`src/rtl/fifo_rd_pkg.sv`:
```
// Shared types and defaults for the FIFO read-side controller.
// State encoding, FIFO depth and default burst/flush parameters.
package fifo_rd_pkg;

    typedef enum logic {
        IDLE  = 1'b0,
        BURST = 1'b1
    } rd_state_t;

    localparam int FIFO_DEPTH        = 8;
    localparam int DEF_BURST_LEN     = 4;
    localparam int DEF_FLUSH_TIMEOUT = 16;
    localparam int OCC_W = $clog2(FIFO_DEPTH + 1);

    function automatic logic [OCC_W-1:0] occ_min(
        input logic [OCC_W-1:0] a,
        input logic [OCC_W-1:0] b
    );
        return (a < b) ? a : b;
    endfunction

endpackage

```
`src/rtl/fifo_rd_ctrl_if.sv`:
```
// FIFO-side and stream-side signals of the read controller.
// master = controller, slave = FIFO plus downstream consumer.
interface fifo_rd_ctrl_if #(
    parameter int DATA_W = 4,
    parameter int CNT_W  = 3
);
    logic              fifo_empty;
    logic              fifo_full;
    logic [CNT_W-1:0]  fifo_cnt;
    logic              fifo_rd_en;
    logic [DATA_W-1:0] fifo_rd_data;
    logic              out_valid;
    logic [DATA_W-1:0] out_data;
    logic              out_ready;
    logic              busy;

    modport master (
        input  fifo_empty,
        input  fifo_full,
        input  fifo_cnt,
        output fifo_rd_en,
        input  fifo_rd_data,
        output out_valid,
        output out_data,
        input  out_ready,
        output busy
    );

    modport slave (
        output fifo_empty,
        output fifo_full,
        output fifo_cnt,
        input  fifo_rd_en,
        output fifo_rd_data,
        input  out_valid,
        input  out_data,
        output out_ready,
        input  busy
    );
endinterface

```
`src/rtl/rd_out_buf2.sv`:
```
// Two-entry valid/ready output buffer, order preserving.
// Write and pop may happen in the same cycle; caller prevents overflow.
module rd_out_buf2 #(
    parameter int DATA_W = 4
) (
    input  logic              clk,
    input  logic              rst,
    input  logic              wr_en,
    input  logic [DATA_W-1:0] wr_data,
    output logic              out_valid,
    output logic [DATA_W-1:0] out_data,
    input  logic              out_ready,
    output logic [1:0]        occ
);
    logic [DATA_W-1:0] mem [2];
    logic              wr_ptr;
    logic              rd_ptr;
    logic [1:0]        cnt;
    logic              pop;

    assign pop       = out_valid & out_ready;
    assign out_valid = (cnt != 2'd0);
    assign out_data  = mem[rd_ptr];
    assign occ       = cnt;

    // Storage, pointers and occupancy update.
    always_ff @(posedge clk or negedge rst) begin
        if (!rst) begin
            mem[0] <= '0;
            mem[1] <= '0;
            wr_ptr <= 1'b0;
            rd_ptr <= 1'b0;
            cnt    <= 2'd0;
        end else begin
            if (wr_en) begin
                mem[wr_ptr] <= wr_data;
                wr_ptr      <= ~wr_ptr;
            end
            if (pop) begin
                rd_ptr <= ~rd_ptr;
            end
            cnt <= cnt + {1'b0, wr_en} - {1'b0, pop};
        end
    end
endmodule

```
`src/rtl/fifo_rd_ctrl.sv`:
```
// Read-side burst controller for the 8-deep FIFO.
// Optional flush timer: define FIFO_RD_TIMEOUT_EN.
module fifo_rd_ctrl
    import fifo_rd_pkg::*;
#(
    parameter int DATA_W        = 4,
    parameter int CNT_W         = 3,
    parameter int BURST_LEN     = DEF_BURST_LEN,
    parameter int FLUSH_TIMEOUT = DEF_FLUSH_TIMEOUT
) (
    input logic          clk,
    input logic          rst,
    fifo_rd_ctrl_if.master bus
);
    localparam logic [OCC_W-1:0] BL = OCC_W'(BURST_LEN);
    localparam logic [OCC_W-1:0] FULL_OCC = OCC_W'(FIFO_DEPTH);

    rd_state_t        state;
    rd_state_t        state_nxt;
    logic [OCC_W-1:0] burst_rem;
    logic [OCC_W-1:0] burst_rem_nxt;
    logic             inflight;
    logic [1:0]       buf_occ;
    logic [CNT_W-1:0] cnt_in;
    logic [OCC_W-1:0] occ;
    logic             pop_out;
    logic             credit_ok;
    logic             rd_en;
    logic             tmr_hit;

    assign cnt_in  = bus.fifo_cnt;
    assign occ     = bus.fifo_full ? FULL_OCC : OCC_W'(cnt_in);
    assign pop_out = bus.out_valid & bus.out_ready;

    // At most two words may be buffered or in flight after this cycle.
    assign credit_ok = ({1'b0, buf_occ} + {2'b0, inflight})
                     < (3'd2 + {2'b0, pop_out});

    assign rd_en = (state == BURST) & ~bus.fifo_empty
                 & (burst_rem != '0) & credit_ok;

    assign bus.fifo_rd_en = rd_en;
    assign bus.busy = (state == BURST) | (buf_occ != 2'd0) | inflight;

`ifdef FIFO_RD_TIMEOUT_EN
    localparam int TMR_W = $clog2(FLUSH_TIMEOUT + 1);

    logic [TMR_W-1:0] tmr;
    logic             tmr_cond;

    assign tmr_cond = (state == IDLE) & ~bus.fifo_empty & (occ < BL);
    assign tmr_hit  = tmr_cond & (tmr == TMR_W'(FLUSH_TIMEOUT - 1));

    // Count idle cycles holding a partial burst; clear otherwise.
    always_ff @(posedge clk or negedge rst) begin
        if (!rst) begin
            tmr <= '0;
        end else if (tmr_cond && !tmr_hit) begin
            tmr <= tmr + 1'b1;
        end else begin
            tmr <= '0;
        end
    end
`else
    assign tmr_hit = 1'b0;
`endif

    // Burst FSM: next state and remaining pop budget.
    always_comb begin
        state_nxt     = state;
        burst_rem_nxt = burst_rem;
        unique case (state)
            IDLE: begin
                if (occ >= BL) begin
                    state_nxt     = BURST;
                    burst_rem_nxt = occ_min(occ, BL);
                end else if (tmr_hit) begin
                    state_nxt     = BURST;
                    burst_rem_nxt = occ;
                end
            end
            BURST: begin
                burst_rem_nxt = burst_rem - OCC_W'(rd_en);
                if (bus.fifo_empty || burst_rem_nxt == '0) begin
                    state_nxt = IDLE;
                end
            end
        endcase
    end

    // State, budget and in-flight pop registers.
    always_ff @(posedge clk or negedge rst) begin
        if (!rst) begin
            state     <= IDLE;
            burst_rem <= '0;
            inflight  <= 1'b0;
        end else begin
            state     <= state_nxt;
            burst_rem <= burst_rem_nxt;
            inflight  <= rd_en;
        end
    end

    rd_out_buf2 #(
        .DATA_W (DATA_W)
    ) u_buf (
        .clk       (clk),
        .rst       (rst),
        .wr_en     (inflight),
        .wr_data   (bus.fifo_rd_data),
        .out_valid (bus.out_valid),
        .out_data  (bus.out_data),
        .out_ready (bus.out_ready),
        .occ       (buf_occ)
    );
endmodule

```
`src/flat_wrapper.sv`:
```
// flat-port wrapper written by rule: the top's interface ports become plain ports
module fifo_rd_ctrl_flat import fifo_rd_pkg::*;
#(
    parameter int DATA_W        = 4,
    parameter int CNT_W         = 3,
    parameter int BURST_LEN     = DEF_BURST_LEN,
    parameter int FLUSH_TIMEOUT = DEF_FLUSH_TIMEOUT
)
  (clk, rst, bus_fifo_empty, bus_fifo_full, bus_fifo_cnt, bus_fifo_rd_en, bus_fifo_rd_data, bus_out_valid, bus_out_data, bus_out_ready, bus_busy);
  fifo_rd_ctrl_if #(.DATA_W(DATA_W), .CNT_W(CNT_W)) bus_i ();
  input logic clk;
  input logic rst;
  input wire logic [$bits(bus_i.fifo_empty)-1:0] bus_fifo_empty;
  input wire logic [$bits(bus_i.fifo_full)-1:0] bus_fifo_full;
  input wire logic [$bits(bus_i.fifo_cnt)-1:0] bus_fifo_cnt;
  output wire logic [$bits(bus_i.fifo_rd_en)-1:0] bus_fifo_rd_en;
  input wire logic [$bits(bus_i.fifo_rd_data)-1:0] bus_fifo_rd_data;
  output wire logic [$bits(bus_i.out_valid)-1:0] bus_out_valid;
  output wire logic [$bits(bus_i.out_data)-1:0] bus_out_data;
  input wire logic [$bits(bus_i.out_ready)-1:0] bus_out_ready;
  output wire logic [$bits(bus_i.busy)-1:0] bus_busy;
  assign bus_i.fifo_empty = bus_fifo_empty;
  assign bus_i.fifo_full = bus_fifo_full;
  assign bus_i.fifo_cnt = bus_fifo_cnt;
  assign bus_fifo_rd_en = bus_i.fifo_rd_en;
  assign bus_i.fifo_rd_data = bus_fifo_rd_data;
  assign bus_out_valid = bus_i.out_valid;
  assign bus_out_data = bus_i.out_data;
  assign bus_i.out_ready = bus_out_ready;
  assign bus_busy = bus_i.busy;
  fifo_rd_ctrl #(.DATA_W(DATA_W), .CNT_W(CNT_W), .BURST_LEN(BURST_LEN), .FLUSH_TIMEOUT(FLUSH_TIMEOUT)) u_core (.clk(clk), .rst(rst), .bus(bus_i));
endmodule
```
`config.mk`:
```
export PLATFORM = sky130hd
export DESIGN_NAME = fifo_rd_ctrl_flat
export DESIGN_NICKNAME = d
export VERILOG_FILES = /design/src/rtl/fifo_rd_pkg.sv /design/src/rtl/fifo_rd_ctrl_if.sv /design/src/rtl/rd_out_buf2.sv /design/src/rtl/fifo_rd_ctrl.sv /design/src/flat_wrapper.sv
export SDC_FILE = /design/constraint.sdc
export NUM_CORES = 1
export LEC_CHECK = 0
export CORE_MARGIN = 3
export CORE_UTILIZATION = 53
export CTS_CLUSTER_SIZE = 16
export DETAILED_ROUTE_END_ITERATION = 8
export GPL_TIMING_DRIVEN = 0
export HOLD_SLACK_MARGIN = 0.15
export PLACE_DENSITY_LB_ADDON = 0.08
export SLEW_MARGIN = 20
export SYNTH_ARGS = -nofsm -noshare
export SYNTH_HDL_FRONTEND = slang
export SYNTH_HIERARCHICAL = 1
export SYNTH_SLANG_ARGS = --single-unit
```
`constraint.sdc`:
```
create_clock -name clk -period 4.3 [get_ports clk]
set_input_delay 0.645 -clock clk [delete_from_list [all_inputs] [get_ports clk]]
set_output_delay 0.645 -clock clk [all_outputs]
set_load 0.005 [all_outputs]
```
; Word level (Yosys, flattened, before mapping)
; Index checks and enable logic that the tools add are counted.
[totals]
out_inout_bits = 7
ff_bits = 18
[op_classes]
n_mux = 13
n_addsub = 5
bitwise = 12
n_lt_le_gt_ge = 6
n_reduce_logical = 5
n_eq_ne = 1
[ops]
columns = op, count
row1 = $mux W4, 7
row2 = $bwmux W8, 1
row3 = $pmux W4 S2, 1
row4 = $and A1 B1 Y1, 4
row5 = $demux W4 S1, 1
row6 = $ge A2 B2 Y1 const B, 2
row7 = $ge A4 B3 Y1 const B, 1
row8 = $logic_not A4 Y1, 1
row9 = $lt A4 B3 Y1 const B, 1
row10 = $not A1 Y1, 4
row11 = $not A1 Y2, 2
row12 = $reduce_bool A4 Y1, 1
row13 = $sub A4 B1 Y4, 1
row14 = $add A2 B1 Y3, 1
row15 = $add A2 B1 Y3 const A, 1
row16 = $lt A3 B3 Y1, 1
row17 = $add A2 B1 Y2, 1
row18 = $lt A2 B1 Y1 const B, 1
row19 = $mux W1, 2
row20 = $ne A2 B1 Y1 const B, 1
row21 = $or A1 B1 Y1, 2
row22 = $pmux W1 S2, 1
row23 = $reduce_bool A2 Y1, 1
row24 = $sub A2 B1 Y2, 1
row25 = 2 further kinds, 2

; Depth between registers and ports, before layout
[depth]
ltp_word = 10
depth_mapped = 9

; Modules after synthesis
; Netlist, hierarchy kept.
[modules_own_cells]
columns = module, area_per_inst_um2, n_inst, cells_per_inst, seq_area_each_um2
row1 = rd_out_buf2, 551.8, 1, 36, 300.3
row2 = fifo_rd_ctrl, 362.8, 1, 36, 150.1

; Least setup slack after synthesis
; OpenSTA, ideal clock, no wires.
[synth_path]
kind = register to register
start = register u_core.inflight
end = register u_core.state
arrival_time_ns = 2.316
slack_ns = 1.880
t_required_ns = 4.196
synth_period_minus_slack_ns = 2.420
stages_incl_launch_ff = 10
path_cell_list = dfrtp_1 > ha_1 > ha_1 > or4b_1 > a21oi_1 > ha_1 > ha_1 > xor2_1 > nor2_1 > a221oi_1
[synth_between]
elab_chain_cells = 8
[synth_lines]
columns = element, line
row1 = "start, declared", fifo_rd_ctrl.sv:22  ; logic inflight;
row2 = "start signal, assigned", fifo_rd_ctrl.sv:100  ; inflight <= rd_en;
row3 = $add A2 B1 Y3, fifo_rd_ctrl.sv:36  ; assign credit_ok = ({1'b0, buf_occ} + {2'b0, inflight})
row4 = $lt A3 B3 Y1, fifo_rd_ctrl.sv:37  ; < (3'd2 + {2'b0, pop_out});
row5 = $and A1 B1 Y1, fifo_rd_ctrl.sv:40  ; & (burst_rem != '0) & credit_ok;
row6 = named net bus_fifo_rd_en, flat_wrapper.sv:16  ; output wire logic [$bits(bus_i.fifo_rd_en)-1:0] bus_fifo_rd_en;
row7 = $sub A4 B1 Y4, fifo_rd_ctrl.sv:83  ; burst_rem_nxt = burst_rem - OCC_W'(rd_en);
row8 = $logic_not A4 Y1, fifo_rd_ctrl.sv:84  ; if (bus.fifo_empty || burst_rem_nxt == '0) begin
row9 = $logic_or A1 B1 Y1, fifo_rd_ctrl.sv:84
row10 = $mux W1, fifo_rd_ctrl.sv:84
row11 = $pmux W1 S2, fifo_rd_ctrl.sv:72  ; unique case (state)
row12 = named net u_core.state_nxt, fifo_rd_ctrl.sv:19  ; rd_state_t state_nxt;
row13 = "end signal, assigned", fifo_rd_ctrl.sv:98  ; state <= state_nxt;
row14 = "end, declared", fifo_rd_ctrl.sv:18  ; rd_state_t state;
; The timed path passes the listed nets, and every way through them passes these cells.
; A chain may end at the register's enable or synchronous reset.

; Worst setup path after layout
[layout_path]
start = register u_core.inflight
end = output bus_fifo_rd_en
[layout_between]
elab_chain_cells = 3
[layout_lines]
columns = element, line
row1 = $add A2 B1 Y3, fifo_rd_ctrl.sv:36
row2 = $lt A3 B3 Y1, fifo_rd_ctrl.sv:37
row3 = $and A1 B1 Y1, fifo_rd_ctrl.sv:40
row4 = "end, declared", flat_wrapper.sv:16
; No other way between the ends.

==> flow_metrics.py <==
metrics = {
    "yosys": {
        "synthAdderAreaFrac_pct": 8.21,
        "yosysSeqAreaShare_pct": 49.2,
        "synth_top_area_cell": "dfrtp_1",
        "synth.avg_cell_area_sq_um": 12.7,
        "syn_area_sq_um": 915,
        "synthCells": 72,
        "yosysWarnings": 6,
        "ys_types": 25,
        "synth_top_family_by_area": "multiplexers",
        "synth_seq_cells": 18,
        "synth_top_cells_by_area": "dfrtp_1 (49%), ha_1 (8.2%), mux2_4 (6.6%)",
        "synth_xor_area_share_pct": 5.75,
        "synth_top_area_share_pct": 49.2,
        "synth-simple-area-share_pct": 10.8,
        "synth_fp_nets": 90,
        "synth.mux.area_fraction_pct": 19.7,
        "synth_compound_area_share_pct": 3.69,
    },
    "finish": {
        "drive_gt1_share_pct": 16.5,
        "antenna_cells": 0,
        "final_cell_mix": "dfrtp_1 (18), clkdlybuf4s50_1 (16), ha_1 (6)",
        "final_common_cell": "dfrtp_1",
        "final_area_sq_um": 1120,
        "layout.nets": 111,
        "area_growth_pct": 22.2,
    },
    "pwr": {
        "seq_power_share_pct": 40.5,
        "p_comb_share_pct": 49.4,
        "clkPwrFrac_pct": 10.1,
        "power_density_nw_per_um2": 717,
        "cellLeakagePower_uw": 0.000488,
        "switchingPower_uw": 266,
        "internal_power_uw": 535,
        "ir_worst_vdd_mv": 0.433,
        "switching_share_pct": 33.2,
    },
    "grt": {
        "use_met3_pct": 5.64,
        "track_usage_pct": 18.3,
        "grt_pass1_vias": 636,
        "grt_max_degree": 19,
        "overflow": 0,
        "grt.busiest_layer": "met2",
        "antenna_found_initial": 0,
        "grt.met2_usage_pct": 30.5,
        "met1_usage_pct": 21.7,
        "grt_pass1_wl_mm": 2.80,
    },
    "clock_network": {
        "cts_tree": "done",
        "cts_sinks": 18,
        "ctsLongestPathBuffers": 2,
        "clk_root_buffer_cell": "clkbuf_4",
        "cts_inserted_buffers": 3,
        "postCtsSetupRepairBufs": 0,
        "ctsResizeCount": 0,
        "clk_latency_ns": 0.29,
        "path_clk_slew_ns": 0.09,
        "cts-hold-fix-buffers": 0,
        "cts_max_level": 1,
    },
    "sta": {
        "rsz0062_at_grt": "no",
        "slew_violations": 0,
        "hold_viol_final": 0,
        "slew_headroom_pct": 47.8,
        "finalSetupTns_ns": 0,
        "fin_skew_ns": 0.00225,
        "setup_viol": 0,
        "fin_crit_ns": 3.09,
        "timing.final.crit_share_pct": 71.9,
        "fin_ws_ns": 1.21,
        "tightest_slew_ns": 0.780,
        "fmax_mhz": 323,
    },
    "critical_path": {
        "timing.critical_path.cells": "ha_1 > ha_1 > or4b_1 > a21oi_1 > clkdlybuf4s50_1",
        "critical_path_class": "flop to output port",
        "crit_path_top_delay_cell": "clkdlybuf4s50_1",
        "r2r_slack_ns": 1.66,
        "r2r_end": "u_core/state",
        "worstReg2RegStart": "u_core/inflight",
        "rr_worst_depth": 9,
        "slowest_delay_ns": 0.55,
        "worstPathArrival_ns": 2.45,
        "end_kind": "output port",
        "required_ns": 3.65,
        "cp_common_cell": "ha_1",
        "crit_fanout": 6,
        "critPathLaunchType": "flop",
    },
    "die": {
        "core.rowCount": 14,
        "initial_core_util_pct": 58.7,
        "die_y_um": 47.5,
        "core_area_sq_um": 1560,
        "fp.dieW_um": 47.5,
        "dieArea_sq_um": 2260,
        "io_pins": 19,
    },
    "drt": {
        "avgViaCountPerCell": 5.51,
        "drt_iter0_drc": 2,
        "drtPass1Iterations": 2,
        "drc": 0,
        "wl_per_cell_um": 15.0,
        "wirelength_mm": 1.61,
        "route.vias.total": 590,
        "ant_nets": 0,
    },
    "placed_design": {
        "gp_congestion": 0.788,
        "hpwl_mm": 1.22,
        "post_dp_cell_area_sq_um": 1090,
        "portBuffers": 16,
        "post-place-ws_ns": 1.30,
    },
    "job": {
        "maxCapViolCount": 0,
    },
    "min_path": {
        "holdPathStages": 1,
        "min_to": "u_core/u_buf/mem[3]",
        "hp-class": "flop to flop",
        "min_from": "u_core/u_buf/mem[3]",
    },
    "run_status": {
        "outcome": "finished clean",
    },
}
## kinds of logic (layout without fill, tap and decap cells)
group	count (synthesis)	in the layout
AOI/OAI and AO/OA	5	5
DFF	18	18
buffers and inverters	6	25
xor gates and xnor gates	6	6
muxes	15	15
adders and majority gates	6	6
and+or+nand+nor	16	16
## worst max-delay path: cells and delay by family (launching register included)
kind	cells	cell delay, ns
buf+inv	1	0.55
simple gates	1	0.50
fa+ha+maj	2	0.40
flops	1	0.46
compound gates	1	0.24
## cell usage after synthesis
cell type,instances
mux2_2,4
ha_1,6
o21a_1,2
nor4_1,1
buf_2,1
nand3b_1,1
a21oi_1,2
or4b_1,1
nor3b_1,1
nor2_1,2
nand2_2,1
xnor2_1,3
dfrtp_1,18
nor2b_4,1
or4_1,1
nand3_1,2
xor2_1,3
or2_2,1
a221oi_1,1
nand2_1,3
mux2_4,4
nor3_1,1
mux2i_1,3
inv_1,5
mux2_1,4
## per-layer routing
metal / up-vias / wire (um)
met2: 11 / 773
li1: 297 / -
met1: 277 / 709
met4: 0 / 34
met3: 5 / 89
met5: - / 0
## registers in the layout (all words and copies together) (netlist names)
signal,flops
u_core/u_buf/wr_ptr,1
u_core/burst_rem,4
u_core/u_buf/mem,8
u_core/u_buf/rd_ptr,1
u_core/state,1
u_core/u_buf/occ,2
u_core/inflight,1
## power by group through the flow
stage               Sequential [uW]  Clock [uW]  Combinational [uW]
floorplan                       308           0                 266
global placement                323           0                 381
detailed placement              329           0                 399
CTS                             326        86.6                 403
global route                    335        94.3                 446
finish                          324        81.2                 395
## layout make-up
class	instances	area (sq um)
sequential	18	450
fill	111	442
multi-input combinational	48	440
tap	16	20.0
clock buffer	3	22.5
timing repair buffer	16	160
buffer	1	5.00
inverter	5	18.8
## through the flow
step                instances  hold WS, ns  utilization, %  total power, uW
floorplan                  72        0.349               -              574
global placement          104        0.467            70.2              704
detailed placement        104        0.488            70.2              728
CTS                       107        0.512            71.7              816
global route              107        0.520            71.7              875
finish                    107        0.505            71.7              801
## worst max-delay path by stage
stage,startpoint,to,slack [ns]
after floorplan,u_core/inflight,u_core/state,1.88
after global placement,bus_fifo_empty,bus_fifo_rd_en,1.27
after detailed placement,bus_fifo_empty,bus_fifo_rd_en,1.30
after CTS,u_core/inflight,bus_fifo_rd_en,1.16
after global routing,u_core/inflight,bus_fifo_rd_en,1.05
final,u_core/inflight,bus_fifo_rd_en,1.21
Power figures use the tool's default switching activity.
